File: config.mk
export PLATFORM = sky130hd
export DESIGN_NAME = if_stage_flat
export DESIGN_NICKNAME = d
export VERILOG_FILES = /design/src/rtl/if_stage_if.sv /design/src/rtl/if_stage.sv /design/src/flat_wrapper.sv
export SDC_FILE = /design/constraint.sdc
export NUM_CORES = 1
export LEC_CHECK = 0
export ABC_AREA = 1
export BUFFER_PORTS_ARGS = -buffer_cell sky130_fd_sc_hd__buf_2
export CORE_UTILIZATION = 48
export CTS_CLUSTER_SIZE = 12
export DETAILED_ROUTE_END_ITERATION = 12
export HOLD_SLACK_MARGIN = 0.1
export PLACE_DENSITY_LB_ADDON = 0.3
export SYNTH_ARGS = -nofsm -noshare
export SYNTH_HDL_FRONTEND = slang
export SYNTH_SLANG_ARGS = --single-unit
File: constraint.sdc
create_clock -name clk -period 1.8 [get_ports clk]
set_input_delay 0.09 -clock clk [delete_from_list [all_inputs] [get_ports clk]]
set_output_delay 0.09 -clock clk [all_outputs]
set_load 0.02 [all_outputs]
File: src/rtl/if_stage_if.sv
// IF-stage bus: instruction-memory port, redirect/stall controls from ID, and the IF/ID register outputs.
// With IF_PERF_CNT_EN defined, the fetch/kill/stall performance counters are carried as well.
interface if_stage_if;
    logic [31:0] Imem_addr;
    logic [31:0] Imem_data;
    logic [1:0]  PCsrc;
    logic        KILL;
    logic [31:0] PC_offset;
    logic [31:0] PC_regRs;
    logic        disable_PC;
    logic        disable_IR;
    logic [31:0] PC_F;
    logic [31:0] Instruction_D;
    logic [31:0] NPC_D;
    logic        Valid_D;
`ifdef IF_PERF_CNT_EN
    logic [31:0] Fetch_cnt;
    logic [31:0] Kill_cnt;
    logic [31:0] Stall_cnt;

    modport master (
        output Imem_addr, PC_F, Instruction_D, NPC_D, Valid_D,
        output Fetch_cnt, Kill_cnt, Stall_cnt,
        input  Imem_data, PCsrc, KILL, PC_offset, PC_regRs, disable_PC, disable_IR
    );
    modport slave (
        input  Imem_addr, PC_F, Instruction_D, NPC_D, Valid_D,
        input  Fetch_cnt, Kill_cnt, Stall_cnt,
        output Imem_data, PCsrc, KILL, PC_offset, PC_regRs, disable_PC, disable_IR
    );
`else
    modport master (
        output Imem_addr, PC_F, Instruction_D, NPC_D, Valid_D,
        input  Imem_data, PCsrc, KILL, PC_offset, PC_regRs, disable_PC, disable_IR
    );
    modport slave (
        input  Imem_addr, PC_F, Instruction_D, NPC_D, Valid_D,
        output Imem_data, PCsrc, KILL, PC_offset, PC_regRs, disable_PC, disable_IR
    );
`endif
endinterface

File: src/rtl/if_stage.sv
// Instruction-fetch stage: word-addressed PC, next-PC select, and the IF/ID pipeline register.
// Optional perf counters (fetch/kill/stall, saturating) are built when IF_PERF_CNT_EN is defined.
module if_stage #(
    parameter logic [31:0] RESET_PC  = 32'd0,
    parameter logic [31:0] NOP_INSTR = 32'h0000_0000
) (
    input  logic        clk,
    input  logic        reset,
    if_stage_if.master  bus
);
    logic [31:0] pc_q, pc_d, pc_inc;
    logic [31:0] instr_q, instr_d;
    logic [31:0] npc_q, npc_d;
    logic        valid_q, valid_d;

    assign pc_inc = pc_q + 32'd1;

    always_comb begin
        pc_d = pc_q;
        if (!bus.disable_PC) begin
            case (bus.PCsrc)
                2'b01:   pc_d = bus.PC_offset;
                2'b10:   pc_d = bus.PC_regRs;
                default: pc_d = pc_inc;
            endcase
        end
    end

    // A killed slot still records PC+1 so NPC_D tracks the squashed fetch.
    always_comb begin
        instr_d = instr_q;
        npc_d   = npc_q;
        valid_d = valid_q;
        if (!bus.disable_IR) begin
            npc_d = pc_inc;
            if (bus.KILL) begin
                instr_d = NOP_INSTR;
                valid_d = 1'b0;
            end else begin
                instr_d = bus.Imem_data;
                valid_d = 1'b1;
            end
        end
    end

    always_ff @(posedge clk) begin
        if (reset) begin
            pc_q    <= RESET_PC;
            instr_q <= NOP_INSTR;
            npc_q   <= RESET_PC;
            valid_q <= 1'b0;
        end else begin
            pc_q    <= pc_d;
            instr_q <= instr_d;
            npc_q   <= npc_d;
            valid_q <= valid_d;
        end
    end

    assign bus.Imem_addr     = pc_q;
    assign bus.PC_F          = pc_q;
    assign bus.Instruction_D = instr_q;
    assign bus.NPC_D         = npc_q;
    assign bus.Valid_D       = valid_q;

`ifdef IF_PERF_CNT_EN
    logic [31:0] fetch_cnt_q, fetch_cnt_d;
    logic [31:0] kill_cnt_q, kill_cnt_d;
    logic [31:0] stall_cnt_q, stall_cnt_d;

    function automatic logic [31:0] sat_inc(input logic [31:0] v);
        return (v == 32'hFFFF_FFFF) ? v : v + 32'd1;
    endfunction

    always_comb begin
        fetch_cnt_d = fetch_cnt_q;
        kill_cnt_d  = kill_cnt_q;
        stall_cnt_d = stall_cnt_q;
        if (!bus.disable_IR && !bus.KILL) fetch_cnt_d = sat_inc(fetch_cnt_q);
        if (!bus.disable_IR && bus.KILL)  kill_cnt_d  = sat_inc(kill_cnt_q);
        if (bus.disable_PC)               stall_cnt_d = sat_inc(stall_cnt_q);
    end

    always_ff @(posedge clk) begin
        if (reset) begin
            fetch_cnt_q <= 32'd0;
            kill_cnt_q  <= 32'd0;
            stall_cnt_q <= 32'd0;
        end else begin
            fetch_cnt_q <= fetch_cnt_d;
            kill_cnt_q  <= kill_cnt_d;
            stall_cnt_q <= stall_cnt_d;
        end
    end

    assign bus.Fetch_cnt = fetch_cnt_q;
    assign bus.Kill_cnt  = kill_cnt_q;
    assign bus.Stall_cnt = stall_cnt_q;
`endif
endmodule

File: src/flat_wrapper.sv
// flat-port wrapper written by rule: the top's interface ports become plain ports
module if_stage_flat 
#(
    parameter logic [31:0] RESET_PC  = 32'd0,
    parameter logic [31:0] NOP_INSTR = 32'h0000_0000
)
  (clk, reset, bus_Imem_addr, bus_PC_F, bus_Instruction_D, bus_NPC_D, bus_Valid_D, bus_Imem_data, bus_PCsrc, bus_KILL, bus_PC_offset, bus_PC_regRs, bus_disable_PC, bus_disable_IR);
  if_stage_if bus_i ();
  input  logic clk;
  input  logic reset;
  output wire logic [$bits(bus_i.Imem_addr)-1:0] bus_Imem_addr;
  output wire logic [$bits(bus_i.PC_F)-1:0] bus_PC_F;
  output wire logic [$bits(bus_i.Instruction_D)-1:0] bus_Instruction_D;
  output wire logic [$bits(bus_i.NPC_D)-1:0] bus_NPC_D;
  output wire logic [$bits(bus_i.Valid_D)-1:0] bus_Valid_D;
  input wire logic [$bits(bus_i.Imem_data)-1:0] bus_Imem_data;
  input wire logic [$bits(bus_i.PCsrc)-1:0] bus_PCsrc;
  input wire logic [$bits(bus_i.KILL)-1:0] bus_KILL;
  input wire logic [$bits(bus_i.PC_offset)-1:0] bus_PC_offset;
  input wire logic [$bits(bus_i.PC_regRs)-1:0] bus_PC_regRs;
  input wire logic [$bits(bus_i.disable_PC)-1:0] bus_disable_PC;
  input wire logic [$bits(bus_i.disable_IR)-1:0] bus_disable_IR;
  assign bus_Imem_addr = bus_i.Imem_addr;
  assign bus_PC_F = bus_i.PC_F;
  assign bus_Instruction_D = bus_i.Instruction_D;
  assign bus_NPC_D = bus_i.NPC_D;
  assign bus_Valid_D = bus_i.Valid_D;
  assign bus_i.Imem_data = bus_Imem_data;
  assign bus_i.PCsrc = bus_PCsrc;
  assign bus_i.KILL = bus_KILL;
  assign bus_i.PC_offset = bus_PC_offset;
  assign bus_i.PC_regRs = bus_PC_regRs;
  assign bus_i.disable_PC = bus_disable_PC;
  assign bus_i.disable_IR = bus_disable_IR;
  if_stage #(.RESET_PC(RESET_PC), .NOP_INSTR(NOP_INSTR)) u_core (.clk(clk), .reset(reset), .bus(bus_i));
endmodule
; ---- Word level (Yosys, flattened, before mapping)
; Index checks and enable logic that the tools add are counted.
; W data, S select, Z words.
[totals]
regBits = 97
latchBits = 0
ramBits = 0
mem_bits_ro = 0
out_inout_bits = 129
elab_cells = 10
n_memories = 0
[op_classes]
add_sub_neg = 1
multipliers = 0
n_div = 0
n_lt_le_gt_ge = 0
eq_ne = 2
n_shift = 0
n_mux = 3
bitwise_logic = 0
n_reduce_logical = 0
[ops]
columns = operator, count
row1 = $pmux W32 S2, 1
row2 = $add A32 B1 Y32 const B, 1
row3 = $mux W32, 1
row4 = $eq A2 B1 Y1 const B, 1
row5 = $eq A2 B2 Y1 const B, 1
row6 = $mux W1, 1

; ---- Longest topological paths before layout
; Gate-level depths: netlist (run 1).
[depth]
ltp_word = 2
ltp_mapped = 10
mapped_depth_nobuf = 10

; ---- Least setup slack after synthesis (run 1)
; No wires, ideal clock.
[synth_path]
path_type = register -> register
startpoint = register u_core.pc_q[1], in the netlist u_core.bus.Imem_addr[1]
endpoint = register u_core.npc_q[18], in the netlist u_core.bus.NPC_D[18]
setup_ps = 116
arrival_ps = 1529
required_ps = 1684
setup_slack_ps = 155
path_stages_with_launch = 9
path_buffers = 0
period_less_slack_ps = 1645
cell_sequence = dfxtp_1 ha_1 nand2_2 nor2_8 nand3_2 o21ai_0 nand3_1 o211ai_1 inv_1
[synth_via]
elab_chain_cells = 1
[synth_rtl]
columns = element, line
row1 = "start, declared", if_stage.sv:11  ; logic [31:0] pc_q, pc_d, pc_inc;
row2 = "start signal, assigned", if_stage.sv:53  ; pc_q <= pc_d;
row3 = $add A32 B1 Y32, if_stage.sv:16  ; assign pc_inc = pc_q + 32'd1;
row4 = "end signal, assigned", if_stage.sv:55  ; npc_q <= npc_d;
row5 = "end, declared", if_stage.sv:13  ; logic [31:0] npc_q, npc_d;
; Every way passes these cells.
; A chain may end at the register's enable or synchronous reset.

; ---- Worst setup path in the final report (run 1)
; Same ends and word-level chain as after synthesis.

==> metrics.txt, run 1 <==
worst hold path type in2reg; WP buf/inv 1; most frequent cells in the layout buf_2, nand2_1, dfxtp_1; Die Y 107 µm; Largest stage delay, worst path 0.39 ns; post-synthesis cell count 765; worst vdd rail ir drop 0.544 mV; # clock sinks 97; total track usage 29.2%; first-pass GRT wire length 26300 µm; WL final 16700 µm; max_cap viols 0; Initial Util about half; Routed Antenna Nets 0; initial antenna violation count 0; Syn Std Cell Area 5280 µm²; RSZ-0062 raised after global routing no; Area growth syn-to-layout 31.5%; Syn Area/Cell 6.91 µm²; n_diodes 0; Pre-Repair DR Iteration Count 5; Core ar. 10500 µm²; top cell type's share of synthesized area 36.8%; DR WL/cell around 15 µm; Residual DRC 0; Power, Total 5.03 mW; Critical-path top delay cell dfxtp_1; Final Net Count 1091; grt met2 use between 50% and 60%; htree depth 3; WHS about 0.12 ns; CTS clk-pin slew, worst paths 0.09 ns; CTS Buf Count 9; crit end category flop; gr busiest metal met2; vias per cell 5.12; largest net degree at the start of global routing 65; Max Slew Vio Count 0; Arrival @ worst endpoint approximately 1.9 ns; startpoint class of the critical path flop; I/O Pins 232; Hold Fails Final Rpt 0; crit share post-route 90.9%; # port buffers between 200 and 250; Via Count 5764; final setup violation count 0; Synthesized Nets 871; die width between 100 and 150 µm; Root Buffer Master clkbuf_8; Bufs on Longest Clock Path 2; worst path cell trace ha_1, nand2_2, nor2_8, nand3_2, o21ai_0, nand3_1, o211ai_1, inv_1; leak pwr 3.63 nW; Rows 37; Critical Path Fanout Max 6; critical path's top delay family simple AND/OR/NAND/NOR gates; register area share after synthesis 36.8%; CP Data Required Time 2.07 ns; post-route setup TNS 0 ns; worst clock skew 0.0102 ns; Worst-Skew Late Latency 0.37 ns; Ys Warns 0; placed wire-length estimate 11600 µm; M1 GR Usage 35.7%; most common cell after layout, fill and taps aside buf_2; Initial DRC Count approximately 350; Seq cells post-synth 97; worst slew pin tran approximately 0.48 ns; Yosys cell types 28; crit path kind reg2reg; Fmax 611 MHz; Final min period roughly 1.6 ns; grt met3 use 6.38%; Synth area leader dfxtp_1; Synth area leaders dfxtp_1, nand2_1, a21oi_1; vias in the first global route approximately 5400; Power per Cell Area 724 nW/µm²; routability cong. 0.929; fraction of layout cells with a size suffix above 1 29.5%; die area 11400 µm²; total gr overflow 0; Max transition margin 68.1%; status finished, final reports clean; CTS tree built
[sequential cells by signal (all words and copies together), names as in the netlist]
register                  cells
u_core.bus.Imem_addr         32
u_core.bus.Valid_D            1
u_core.bus.NPC_D             32
u_core.bus.Instruction_D     32
[cells by family (layout without fill, tap and decap cells)]
kind of cell,Yosys count,after routing,synth area share [%]
DFF,97,97,36.8
adders and majority gates,3,3,0.710
buffers and inverters,154,378,13.3
AOI/OAI and AO/OA,178,178,20.0
xor gates and xnor gates,15,15,2.63
and+or+nand+nor,318,318,26.6
[power by group]
group          internal (mW)  switching, mW  leakage, nW
combinational          0.476          0.728         2.74
clock                  0.648          0.784       0.0969
sequential              2.27          0.121        0.799
[tightest hold or removal path: stages]
cell	delay, ns
buf_2	0.08
a22o_1	0.12
a21oi_1	0.06
a21oi_1	0.11
[synth_stat cells (all sizes together)]
cell and instances:
o211ai 16, a221oi 1, xor2 9, clkbuf 34
inv 78, buf 41, nor2 78, a22o 32
dfxtp 97, o21ai 49, nand2 194, nand3 44
a21oi 80, xnor2 6, nand3b 2, ha 3
clkinv 1
[layout make-up]
cell class | instances | area, µm²
inverter | 79 | 297
timing repair buffer | 284 | 1700
tap | 136 | 170
clock inverter | 5 | 65.1
clock buffer | 10 | 128
multi-input combinational | 514 | 2640
fill | 938 | 3560
sequential | 97 | 1950
[per-stage QoR]
step	cells	util (%)	worst slack [ns]	cell area, µm²
3_3_place_gp	1077	61.1	0.177	6420
6_report	1125	66.1	0.164	6950
2_1_floorplan	765	-	0.155	5280
3_5_place_dp	1077	61.1	0.188	6420
5_1_grt	1125	66.1	0.0122	6950
4_1_cts	1125	66.1	0.127	6940
[worst paths after layout]
check | startpoint | to | slack, ns | cells past startpoint
setup / recovery | u_core.bus.Imem_addr[1] | u_core.bus.NPC_D[18] | 0.16 | 8
setup reg to reg | u_core.bus.Imem_addr[1] | u_core.bus.NPC_D[18] | 0.16 | 8
hold reg to reg | u_core.bus.Instruction_D[4] | u_core.bus.Instruction_D[4] | 0.47 | 2
hold / removal | bus_PC_regRs[3] | u_core.bus.Imem_addr[3] | 0.12 | 4
[layer usage]
metal | vias to the layer above | routed length (µm)
li1 | 2876 | -
met1 | 2600 | 6980
met2 | 259 | 8110
met3 | 29 | 1310
met4 | 0 | 271
met5 | - | 0
[timing repair]
item | in CTS | in global routing
resized for setup | 0 | 3
endpoints found under the hold margin | 33 | 0
buffers inserted | 0 | 0
setup endpoints to repair | 0 | 2
hold buffers | 33 | 0
Note: power is estimated with default switching activity, not from simulation.
==> run 2: changes to the inputs <==
--- a/config.mk
+++ b/config.mk
@@ -7,7 +7,9 @@
 export LEC_CHECK = 0
 export ABC_AREA = 1
 export BUFFER_PORTS_ARGS = -buffer_cell sky130_fd_sc_hd__buf_2
-export CORE_UTILIZATION = 48
+export CELL_PAD_IN_SITES_DETAIL_PLACEMENT = 0
+export CELL_PAD_IN_SITES_GLOBAL_PLACEMENT = 1
+export CORE_UTILIZATION = 32
 export CTS_CLUSTER_SIZE = 12
 export DETAILED_ROUTE_END_ITERATION = 12
 export HOLD_SLACK_MARGIN = 0.1
==> run 2 against run 1 <==
Net effect:
- worst setup slack worse by 0.027 ns
- fmax down 1.6%
- largest cell class unchanged
- flip-flop and latch count unchanged
- sequential share of layout area down 1.0 points
==> metrics.txt, run 2 (same netlist as run 1, synthesis figures left out) <==
reg2reg setup slack 0.14 ns (-0.03 ns); worst slew pin tran 0.482 ns (+0.00633 ns); vias in the first global route 5290 (-2.6%); Max Slew Vio Count 0 (unchanged); Final min period 1.66 ns (+0.0274 ns); startpoint class of the critical path flop; Fmax 601 MHz (-1.6%); vias per cell 4.62 (-9.8%); worst path cell trace nand2_1, nor2_2, nand2_1, nor2_1, nand2_1, nand2_1, nand3_1, o211ai_1, inv_1; fraction of layout cells with a size suffix above 1 30.9% (+1.4 points); crit share post-route 92.4% (+1.5 points); Largest stage delay, worst path 0.49 ns (+0.10 ns); most frequent cells in the layout buf_2, nand2_1, dfxtp_1; WP buf/inv 1 (unchanged); status finished, final reports clean; Area growth syn-to-layout 36.4%; Critical-path top delay cell dfxtp_1; n_diodes 0 (unchanged); Worst-Skew Late Latency 0.36 ns (about the same); CTS Buf Count 9 (unchanged); Residual DRC 0 (unchanged); die area 17000 µm² (+49%); Core ar. 16000 µm² (+52%); die width 131 µm (+22%); placed wire-length estimate 13200 µm (+14%); routability cong. 0.874 (-5.9%); Die Y 131 µm (+22%); I/O Pins 232 (unchanged); total gr overflow 0 (unchanged); leak pwr 3.73 nW (+2.8%); DR WL/cell 14.7 µm (-0.93%); # clock sinks 97 (unchanged); crit path kind reg2reg; htree depth 3 (unchanged); critical path's top delay family simple AND/OR/NAND/NOR gates; Initial DRC Count 237 (-32%); CTS tree built; CP Data Required Time 2.05 ns (-0.02 ns); Via Count 5636 (-2.2%); Root Buffer Master clkbuf_16; largest net degree at the start of global routing 49 (-25%); total track usage 21.3% (-8.0 points); crit end category flop; Arrival @ worst endpoint 1.91 ns (about the same); CTS clk-pin slew, worst paths 0.07 ns (-0.02 ns); initial antenna violation count 1 (+1); Layout fillers 1742 (+86%); WL final 17900 µm (+7.3%); Pre-Repair DR Iteration Count 4 (-1); final setup violation count 0 (unchanged); Max transition margin 67.8% (-0.26 points); Bufs on Longest Clock Path 2 (unchanged); most frequent cell on the critical path nand2_1; Power, Total 5.55 mW (+10%); post-route setup TNS 0 ns (unchanged); first-pass GRT wire length 27500 µm (+4.6%); Routed Antenna Nets 0 (unchanged); RSZ-0062 raised after global routing no; Initial Util 33.0% (-17 points); # port buffers 231 (unchanged); max_cap viols 0 (unchanged); worst vdd rail ir drop 0.466 mV (-14%); Final Net Count 1104 (+1.2%); Critical Path Fanout Max 7 (+1); Power per Cell Area 770 nW/µm² (+6.3%); Rows 46 (+24%); worst clock skew 0.00710 ns (-0.00312 ns); most common cell after layout, fill and taps aside buf_2; worst hold path type in2reg; Hold Fails Final Rpt 0 (unchanged)
## run 2: cell types whose count changed in the layout (fill, tap and decap cells not counted), moves of 2 or more
cell | previous run | this run
buf_4 | 15 | 32
clkbuf_16 | 0 | 9
clkbuf_8 | 9 | 1
buf_12 | 5 | 2
clkinv_4 | 3 | 1
inv_6 | 1 | 3
## run 2: final timing paths
| check | startpoint | end | cells after the start |
|---|---|---|---|
| worst max-delay path | u_core.bus.Imem_addr[24] | u_core.bus.NPC_D[27] | 9 |
| worst min-delay path | bus_PC_regRs[4] | u_core.bus.Imem_addr[4] | 4 |
| worst max register to register | u_core.bus.Imem_addr[24] | u_core.bus.NPC_D[27] | 9 |
| worst min register to register | u_core.bus.Instruction_D[5] | u_core.bus.Instruction_D[5] | 2 |
## run 2: what timing repair did
item,in CTS,in global routing
buffers inserted,0,2
hold buffers,32,0
setup endpoints to repair,0,10
endpoints found under the hold margin,32,0
resized for setup,0,5
## run 2: routing by layer
| metal | GRT usage (%) | share of wire, % | vias up |
|---|---|---|---|
| met5 | 0 | 0.045 | - |
| met4 | 4.53 | 0.96 | 2 |
| met3 | 6.51 | 7.2 | 11 |
| met2 | 37.2 | 48 | 164 |
| met1 | 25.6 | 43 | 2554 |
| li1 | - | - | 2905 |
## run 2: worst register-to-register path: cells and delay by family (launching register included)
kind / cells / cell delay (ns)
flops: 1 / 0.49
simple gates: 7 / 0.88
buf+inv: 1 / 0.05
compound gates: 1 / 0.13
## run 2: cell type report
cell class | instances | area (µm²) | area share (%)
multi-input combinational | 514 | 2650 | 36.7
timing repair buffer | 297 | 1760 | 24.4
tap | 216 | 270 | 3.75
sequential | 97 | 1950 | 27.0
clock buffer | 10 | 239 | 3.32
inverter | 79 | 297 | 4.11
clock inverter | 6 | 53.8 | 0.746
## run 2: power by group
group / leakage, nW / internal [mW] / switching, mW
sequential: 0.799 / 2.27 / 0.112
clock: 0.142 / 1.00 / 0.938
combinational: 2.79 / 0.489 / 0.735
## run 2: metrics by stage
step	instances	hold slack [ns]	worst slack, ns	util (%)	instance area, µm²
floorplan	765	0.234	0.155	-	5280
global placement	1169	0.340	0.168	41.1	6570
detailed placement	1169	0.344	0.151	41.1	6570
CTS	1217	0.122	0.134	44.9	7190
global route	1219	0.144	0.00107	45.1	7210
finish	1219	0.139	0.136	45.1	7210
